### src/rtl/cpu_defs.sv
// rtl/cpu_defs.sv - shared opcode, field and pipeline-control definitions
package cpu_defs;

    // Instruction field positions: R1 = [7:6], R2 = [5:4], opcode = [3:0]
    localparam int R1_HI = 7;
    localparam int R1_LO = 6;
    localparam int R2_HI = 5;
    localparam int R2_LO = 4;
    localparam int OP_HI = 3;
    localparam int OP3_HI = 2;

    // Full 4-bit opcodes; none of these end in 3'b011 or 3'b111, which
    // are taken by the 3-bit shift/ori encodings below.
    localparam logic [3:0] OP_LOAD  = 4'h0;
    localparam logic [3:0] OP_STOP  = 4'h1;
    localparam logic [3:0] OP_STORE = 4'h2;
    localparam logic [3:0] OP_ADD   = 4'h4;
    localparam logic [3:0] OP_BZ    = 4'h5;
    localparam logic [3:0] OP_SUB   = 4'h6;
    localparam logic [3:0] OP_NAND  = 4'h8;
    localparam logic [3:0] OP_BNZ   = 4'h9;
    localparam logic [3:0] OP_NOP   = 4'hA;
    localparam logic [3:0] OP_BPZ   = 4'hD;

    // 3-bit opcodes; upper instruction bits carry an immediate
    localparam logic [2:0] OP3_SHIFT = 3'b011;
    localparam logic [2:0] OP3_ORI   = 3'b111;

    typedef enum logic [1:0] {
        ST_RUN   = 2'd0,
        ST_DRAIN = 2'd1,
        ST_HALT  = 2'd2
    } state_t;

    // Destination metadata carried by X, M and W
    typedef struct packed {
        logic       valid;
        logic       writes;
        logic [1:0] dest;
    } stage_t;

endpackage

### src/rtl/instr_regs_decode.sv
// rtl/instr_regs_decode.sv - register read/write usage decode of one instruction
module instr_regs_decode
    import cpu_defs::*;
#(
    parameter logic [1:0] REG_K1 = 2'd1
) (
    input  logic [7:0] instr,
    output logic       reads_a,
    output logic [1:0] reg_a,
    output logic       reads_b,
    output logic [1:0] reg_b,
    output logic       writes,
    output logic [1:0] dest,
    output logic       is_stop
);

    logic [1:0] r1;
    logic [1:0] r2;

    assign r1 = instr[R1_HI:R1_LO];
    assign r2 = instr[R2_HI:R2_LO];

    // Operand and destination usage; 3-bit opcodes are matched first
    always_comb begin
        reads_a = 1'b0;
        reg_a   = 2'd0;
        reads_b = 1'b0;
        reg_b   = 2'd0;
        writes  = 1'b0;
        dest    = 2'd0;
        is_stop = 1'b0;
        if (instr[OP3_HI:0] == OP3_ORI) begin
            reads_a = 1'b1;
            reg_a   = REG_K1;
            writes  = 1'b1;
            dest    = REG_K1;
        end else if (instr[OP3_HI:0] == OP3_SHIFT) begin
            reads_a = 1'b1;
            reg_a   = r1;
            writes  = 1'b1;
            dest    = r1;
        end else begin
            case (instr[OP_HI:0])
                OP_LOAD: begin
                    reads_a = 1'b1;
                    reg_a   = r2;
                    writes  = 1'b1;
                    dest    = r1;
                end
                OP_STORE: begin
                    reads_a = 1'b1;
                    reg_a   = r1;
                    reads_b = 1'b1;
                    reg_b   = r2;
                end
                OP_ADD, OP_SUB, OP_NAND: begin
                    reads_a = 1'b1;
                    reg_a   = r1;
                    reads_b = 1'b1;
                    reg_b   = r2;
                    writes  = 1'b1;
                    dest    = r1;
                end
                OP_STOP: is_stop = 1'b1;
                default: ;
            endcase
        end
    end

endmodule

### src/rtl/control_hazard.sv
// rtl/control_hazard.sv - decode-stage hazard stall, branch flush and stop drain control
module control_hazard
    import cpu_defs::*;
#(
    parameter bit         WB_BYPASS = 1'b0,
    parameter logic [1:0] REG_K1    = 2'd1
) (
    input  logic       clock,
    input  logic       reset,
    input  logic [7:0] ir1,
    input  logic       ir1_valid,
    input  logic       branch_taken,
    output logic       stall,
    output logic       flush,
    output logic       ir2_load,
    output logic       x_valid,
    output logic       m_valid,
    output logic       w_valid,
    output logic       rf_write,
    output logic [1:0] rf_wdest,
    output logic       halted
);

    stage_t x_q, m_q, w_q, x_next;
    state_t state;

    logic       reads_a, reads_b, writes, is_stop;
    logic [1:0] reg_a, reg_b, dest;
    logic       hazard, active;

    instr_regs_decode #(.REG_K1(REG_K1)) u_decode (
        .instr   (ir1),
        .reads_a (reads_a),
        .reg_a   (reg_a),
        .reads_b (reads_b),
        .reg_b   (reg_b),
        .writes  (writes),
        .dest    (dest),
        .is_stop (is_stop)
    );

    function automatic logic writes_reg(input stage_t s, input logic [1:0] r);
        return s.valid & s.writes & (s.dest == r);
    endfunction

    // A write-through register file makes a writer in W harmless
    function automatic logic pending_write(input logic [1:0] r);
        return writes_reg(x_q, r) | writes_reg(m_q, r)
             | ((WB_BYPASS == 1'b0) & writes_reg(w_q, r));
    endfunction

    assign hazard = ir1_valid & ((reads_a & pending_write(reg_a))
                               | (reads_b & pending_write(reg_b)));

    // Control outputs are silenced while in reset and once halted
    assign active   = !reset && (state != ST_HALT);
    assign flush    = active & branch_taken & x_q.valid;
    assign stall    = active & hazard & !flush;
    assign ir2_load = active & ir1_valid & !stall & !flush
                    & (state == ST_RUN) & !is_stop;

    assign x_next   = ir2_load ? '{valid: 1'b1, writes: writes, dest: dest} : '0;

    assign x_valid  = x_q.valid;
    assign m_valid  = m_q.valid;
    assign w_valid  = w_q.valid;
    assign rf_write = w_q.valid & w_q.writes;
    assign rf_wdest = w_q.dest;
    assign halted   = (state == ST_HALT);

    // Stage shift X->M->W and the run/drain/halt state machine
    always_ff @(posedge clock) begin
        if (reset) begin
            x_q   <= '0;
            m_q   <= '0;
            w_q   <= '0;
            state <= ST_RUN;
        end else begin
            x_q <= x_next;
            m_q <= x_q;
            w_q <= m_q;
            case (state)
                ST_RUN:
                    if (ir1_valid && is_stop && !flush)
                        state <= ST_DRAIN;
                ST_DRAIN:
                    if (flush)
                        state <= ST_RUN;
                    else if (!x_q.valid && !m_q.valid && !w_q.valid)
                        state <= ST_HALT;
                default:
                    state <= ST_HALT;
            endcase
        end
    end

endmodule
### config.mk
export PLATFORM = sky130hd
export DESIGN_NAME = control_hazard
export DESIGN_NICKNAME = d
export VERILOG_FILES = /design/src/rtl/cpu_defs.sv /design/src/rtl/instr_regs_decode.sv /design/src/rtl/control_hazard.sv
export SDC_FILE = /design/constraint.sdc
export NUM_CORES = 1
export LEC_CHECK = 0
export CORE_MARGIN = 2
export CORE_UTILIZATION = 64
export CTS_BUF_LIST = sky130_fd_sc_hd__clkbuf_4 sky130_fd_sc_hd__clkbuf_8
export DETAILED_ROUTE_END_ITERATION = 12
export DONT_BUFFER_PORTS = 1
export GPL_ROUTABILITY_DRIVEN = 0
export GPL_TIMING_DRIVEN = 1
export HOLD_SLACK_MARGIN = 0.03
export PLACE_DENSITY_LB_ADDON = 0.15
export SYNTH_ARGS = -nofsm -noshare
export SYNTH_HDL_FRONTEND = slang
export SYNTH_SLANG_ARGS = --single-unit
### constraint.sdc
create_clock -name clock -period 3 [get_ports clock]
set_clock_uncertainty 0.2 [all_clocks]
set_input_delay 0.6 -clock clock [delete_from_list [all_inputs] [get_ports clock]]
set_output_delay 0.6 -clock clock [all_outputs]
set_load 0.02 [all_outputs]
==> run metrics, run 1 <==
EDFF count, synth 0; Seq cells post-synth 14; Worst Setup End Kind primary output; power share of the combinational group 14.7%; FF-to-FF Start x_valid; most frequent cell after synthesis dfxtp_1; Slew Viols, Final 0; Clock Latency Late Sink 0.27 ns; DP Worst Slack 0.0597 ns; Reg power frac 52.1%; Fin. Hold Viols 0; asr flop ratio synth 0%; Synth Area in Compound Gates 17.7%; hold path cells 1; Syn. warnings 0; Final HPWL DP 1540 microns; WHS Endpoint rf_wdest[0]; WHS 0.187 ns; Die Y 41.9 microns; top cells by area, synth dfxtp_1, nor2b_1, a21oi_1; internal cell power 0.292 mW; clock buffer depth 2; Starting Density 69.8%; outcome finished clean; # fillers 106; maximum VDD drop 0.000284 V; clock share of power 33.2%; Std-Cell Rows 13; Power Total 0.381 mW; Crit-path slowest cell or3_4; die width 41.9 microns; total CTS buffers 3; Seq/Total Area, Yosys 30.5%; crit share post-route 98.1%; Worst slew margin 58.2%; drt wl/cell 15.9 microns; worst r2r path cells 7; Unique masters post-synth 33; Worst Path Required 2.20 ns; Pwr Density 394 nW/um^2; Crit Path Class in -> out; initial drt markers 15; H-tree Lvls 1; Switch Pwr 0.0888 mW; wirelength, routed 1940 microns; largest net degree at the start of global routing 13; core area 1320 sq um; Clock transition at path regs 0.08 ns; first-pass iteration count of the detailed router 4; io pins 22; Nets 120; largest family of logic cells by synthesized area simple AND/OR/NAND/NOR gates; CP max stage delay 0.40 ns; post-synthesis average cell area 8.59 sq um; worst hold path type in -> reg; post-synthesis adder-cell area fraction 0%; Sink Count 14; root buffer cell clkbuf_4; Post-DRT Antenna Nets 0; Sequential cell area 280 sq um; Syn Nets 119; fmax 340 MHz; Worst Path Arrival 2.14 ns; vias in the first global route 703; layout cells sized above 1 16.8%; fin crit period 2.94 ns; antenna violations before repair 0; Ant. Diodes 0; Buf/Inv on CP 1; share of the synthesized area in the top cell type 30.5%; critical-path cell list or2_1 -> or3_4 -> a311o_1 -> nor3_2 -> a311oi_2 -> a21oi_1 -> buf_4; hold_buf cts 0; Lkg Pwr 0.385 nW; DRC violations left 0; leading area contributor after synthesis dfxtp_1; Netlist Area Pre-Place 920 sq um; maxcap violations 0; switch share 23.3%; DIE AREA 1760 sq um; reg-to-reg slack, setup 0.98 ns; first-pass GRT wire length 3130 microns; GRT Residual Overflow 0; Synth Area in XOR/XNOR 7.62%; multi-input combinational cell area 609 sq um; final worst slack 0.0577 ns; TritonCTS clock tree done; Synth Area in Simple Gates 34.0%; IO buf count 0; final setup TNS 0 ns; final setup fails 0; Worst-Margin Slew 0.622 ns; cells after synthesis 107; via count 790; Via-to-Cell Ratio 6.48; crit start category primary input; GRT Overall Usage 24.2%; commonest cells in the netlist dfxtp_1, nor2b_1, a21oi_1; Top delay family on crit path simple AND/OR/NAND/NOR gates; top_reg_cell synth dfxtp_1; reg2reg end x_q[0]; mux cell area share after synthesis 5.71%; maximum fanout along the worst path 12; RSZ-0062 raised after global routing true; Layout area overhead 5.17%; Worst Hold Launch reset
final cells by class:
cell class | count | area share, %
clock buffers | 4 | 3.75
multi-input cells | 86 | 63.0
flip-flops and latches | 14 | 29.0
well taps | 15 | 1.94
repair buffers | 3 | 2.33
metrics by stage:
step,instance area (sq um),util (%),std cells
detailed placement,913,69.3,117
global placement,913,69.3,117
finish,967,73.4,122
floorplan,921,-,107
global route,967,73.4,122
CTS,950,72.1,121
repair_timing:
| item | in CTS | in global routing |
|---|---|---|
| resized for setup | 0 | 2 |
| buffers inserted | 0 | 1 |
| endpoints found under the setup margin | 0 | 2 |
| hold endpoints to repair | 0 | 0 |
layout by cell type, fill, tap and decap left out, types with 2 or more instances in the layout:
master	netlist	layout
o21ai_0	2	2
nand3_1	5	4
nor3_1	6	6
nor2_1	6	6
clkbuf_4	0	3
nor3_2	3	3
a32oi_2	2	2
a311o_1	2	2
mux2i_1	3	3
buf_4	3	3
and4b_1	2	2
a21oi_1	9	9
and2_1	3	3
dfxtp_1	14	14
nor2b_1	10	10
xnor2_1	4	4
nand2b_1	2	2
nand2_1	7	7
xor2_1	4	4
and3_1	2	2
o21a_1	3	2
sequential cells by signal, summed over array words and instances, names as in the netlist:
name,count
m_q,3
rf_wdest,2
x_valid,1
w_valid,1
m_valid,1
w_q,1
state,2
x_q,3
logic make-up (layout without fill, tap and decap cells):
| kind of cell | count (synthesis) | count (layout) |
|---|---|---|
| simple gates | 52 | 52 |
| flops | 14 | 14 |
| buf+inv | 7 | 7 |
| mux | 5 | 5 |
| xor+xnor | 8 | 8 |
| compound gates | 21 | 21 |
per-layer routing:
metal | global-route usage [%] | part of all wire (%) | wire length, microns
met2 | 34.1 | 48 | 924
met3 | 9.13 | 7.3 | 141
met1 | 28.6 | 41 | 786
met4 | 20.0 | 4.4 | 85
met5 | 0 | 0 | 0
power groups by stage:
stage | Sequential (mW) | Clock, mW | Combinational (mW)
global route | 0.199 | 0.142 | 0.0615
CTS | 0.199 | 0.134 | 0.0544
finish | 0.198 | 0.127 | 0.0558
floorplan | 0.201 | 0 | 0.0560
global placement | 0.203 | 0 | 0.0521
detailed placement | 0.203 | 0 | 0.0538
how the worst max path moves through the flow:
stage,startpoint,endpoint,slack (ns),depth (start not counted)
CTS,ir1[0],stall,0.05,7
finish,ir1[0],stall,0.06,7
global route,ir1[3],stall,-0.05,7
global placement,ir1[0],stall,0.09,7
detailed placement,ir1[0],stall,0.06,7
floorplan,ir1[3],ir2_load,0.001,7
No activity file was read; power rests on OpenSTA's default activity.
==> run 2: changes to the inputs <==
--- a/config.mk
+++ b/config.mk
@@ -14,6 +14,7 @@
 export GPL_TIMING_DRIVEN = 1
 export HOLD_SLACK_MARGIN = 0.03
 export PLACE_DENSITY_LB_ADDON = 0.15
+export REMOVE_ABC_BUFFERS = 1
 export SYNTH_ARGS = -nofsm -noshare
 export SYNTH_HDL_FRONTEND = slang
 export SYNTH_SLANG_ARGS = --single-unit
==> run metrics, run 2 (synthesis gave the netlist of run 1 again) <==
clock share of power 33.0% (-0.2 points); Placed Cells 117 (unchanged); outcome finished clean; crit start category primary input; RSZ-0062 raised after global routing false; Final Util 72.1% (-1.3 points); Lkg Pwr 0.377 nW (-2.0%); Switch Pwr 0.0857 mW (-3.5%); Std-Cell Rows 13 (unchanged); layout cells sized above 1 14.2% (-2.7 points); Worst Setup End Kind primary output; Worst Hold Launch reset; maximum VDD drop 0.000303 V (+6.7%); worst hold path type in -> reg; DRC violations left 0 (unchanged); final setup fails 0 (unchanged); Final HPWL DP 1390 microns (-9.7%); Sink Count 14 (unchanged); Regs by FF count m_q: 3 flops, x_q: 3 flops; maximum fanout along the worst path 12 (unchanged); Via-to-Cell Ratio 6.23 (-3.8%); Layout area overhead 3.27%; via count 754 (-4.6%); Worst slew margin 58.3% (about the same); drt wl/cell 14.7 microns (-7.7%); commonest cells after routing, fill and taps aside dfxtp_1, nor2b_1, a21oi_1; TritonCTS clock tree done; Crit Path Class in -> out; Slew Viols, Final 0 (unchanged); H-tree Lvls 1 (unchanged); total CTS buffers 3 (unchanged); Fin. Hold Viols 0 (unchanged); FF-to-FF Start w_valid; internal cell power 0.291 mW (-0.22%); worst r2r path cells 5 (-2); clock buffer depth 2 (unchanged); root buffer cell clkbuf_4; Worst-Margin Slew 0.621 ns (-0.000794 ns); DIE AREA 1760 sq um (unchanged); Nets 119 (-0.83%); core area 1320 sq um (unchanged); Clock Latency Late Sink 0.26 ns (about the same); Pwr Density 397 nW/um^2 (+0.83%); IO buf count 0 (unchanged); hold path cells 1 (unchanged); initial drt markers 6 (-9); switch share 22.7% (-0.60 points); Starting Density 69.8% (unchanged); Reg power frac 52.7% (+0.6 points); Clock transition at path regs 0.08 ns (about the same); wirelength, routed 1770 microns (-8.5%); Die Y 41.9 microns (unchanged); largest net degree at the start of global routing 13 (unchanged); vias in the first global route 752 (+7.0%); Post-DRT Antenna Nets 0 (unchanged); first-pass iteration count of the detailed router 4 (unchanged); GRT Residual Overflow 0 (unchanged); Ant. Diodes 0 (unchanged); final cell count without fillers 121 (-0.82%); crit share post-route 97.6% (-0.47 points); power share of the combinational group 14.2% (-0.5 points); final setup TNS 0 ns (unchanged); Worst Path Arrival 2.13 ns (about the same); first-pass GRT wire length 3060 microns (-2.4%); fmax 342 MHz (+0.48%); DP Area 912 sq um (-0.14%); antenna violations before repair 0 (unchanged); GRT Overall Usage 22.0% (-2.1 points); final instance area 950 sq um (-1.8%); io pins 22 (unchanged); Worst Path Required 2.20 ns (about the same); most common cell after layout, fill and taps aside dfxtp_1; Critical Path Source ir1[0]; maxcap violations 0 (unchanged); die width 41.9 microns (unchanged); fin crit period 2.93 ns (-0.0142 ns)
run 2: changes by cell type in the layout (fill, tap and decap cells not counted):
cell and change:
buf_4 -1, o31ai_1 +1, o31ai_2 -1, nand3_2 -1, nand3_1 +1
run 2: stage by stage:
step | setup slack [ns] | hold slack (ns) | power, mW
4_1_cts | 0.0556 | 0.189 | 0.380
6_report | 0.0719 | 0.192 | 0.377
3_5_place_dp | 0.0781 | 0.255 | 0.256
2_1_floorplan | 0.0505 | 0.238 | 0.247
3_3_place_gp | 0.0730 | 0.254 | 0.255
5_1_grt | 0.0164 | 0.176 | 0.396
run 2: final timing paths:
kind | to | slack [ns]
hold reg to reg | w_q[2] | 0.26
setup / recovery | stall | 0.07
setup reg to reg | x_q[1] | 0.96
hold / removal | m_q[0] | 0.19
run 2: power by group through the flow:
| stage | clock (mW) | sequential [mW] | combinational [mW] |
|---|---|---|---|
| finish | 0.125 | 0.199 | 0.0536 |
| global route | 0.136 | 0.200 | 0.0599 |
| CTS | 0.128 | 0.199 | 0.0535 |
| detailed placement | 0 | 0.203 | 0.0528 |
| global placement | 0 | 0.203 | 0.0521 |
| floorplan | 0 | 0.202 | 0.0458 |
run 2: repair_timing:
item / 4_1_cts / 5_1_grt
resized for setup: 0 / 1
buffers inserted: 0 / 0
hold buffers: 0 / 0
setup endpoints to repair: 0 / 2
run 2: critical path, stage by stage:
cell	delay [ns]
or2_1	0.23
or3_4	0.42
a311o_1	0.29
nor3_2	0.20
a311oi_2	0.09
a21oi_1	0.16
buf_4	0.15
run 2: area by class of cell:
class / instances / area [sq um]
flip-flops and latches: 14 / 280
repair buffers: 2 / 15.0
clock buffers: 4 / 36.3
fillers: 105 / 368
well taps: 15 / 18.8
multi-input cells: 86 / 599
run 2: routing by layer:
layer | vias to the layer above | part of all wire [%] | global-route usage [%]
met5 | - | 0 | 0
met4 | 0 | 2.1 | 7.74
met3 | 6 | 5.3 | 5.22
met2 | 21 | 47 | 37.2
met1 | 341 | 46 | 27.1
li1 | 386 | - | -
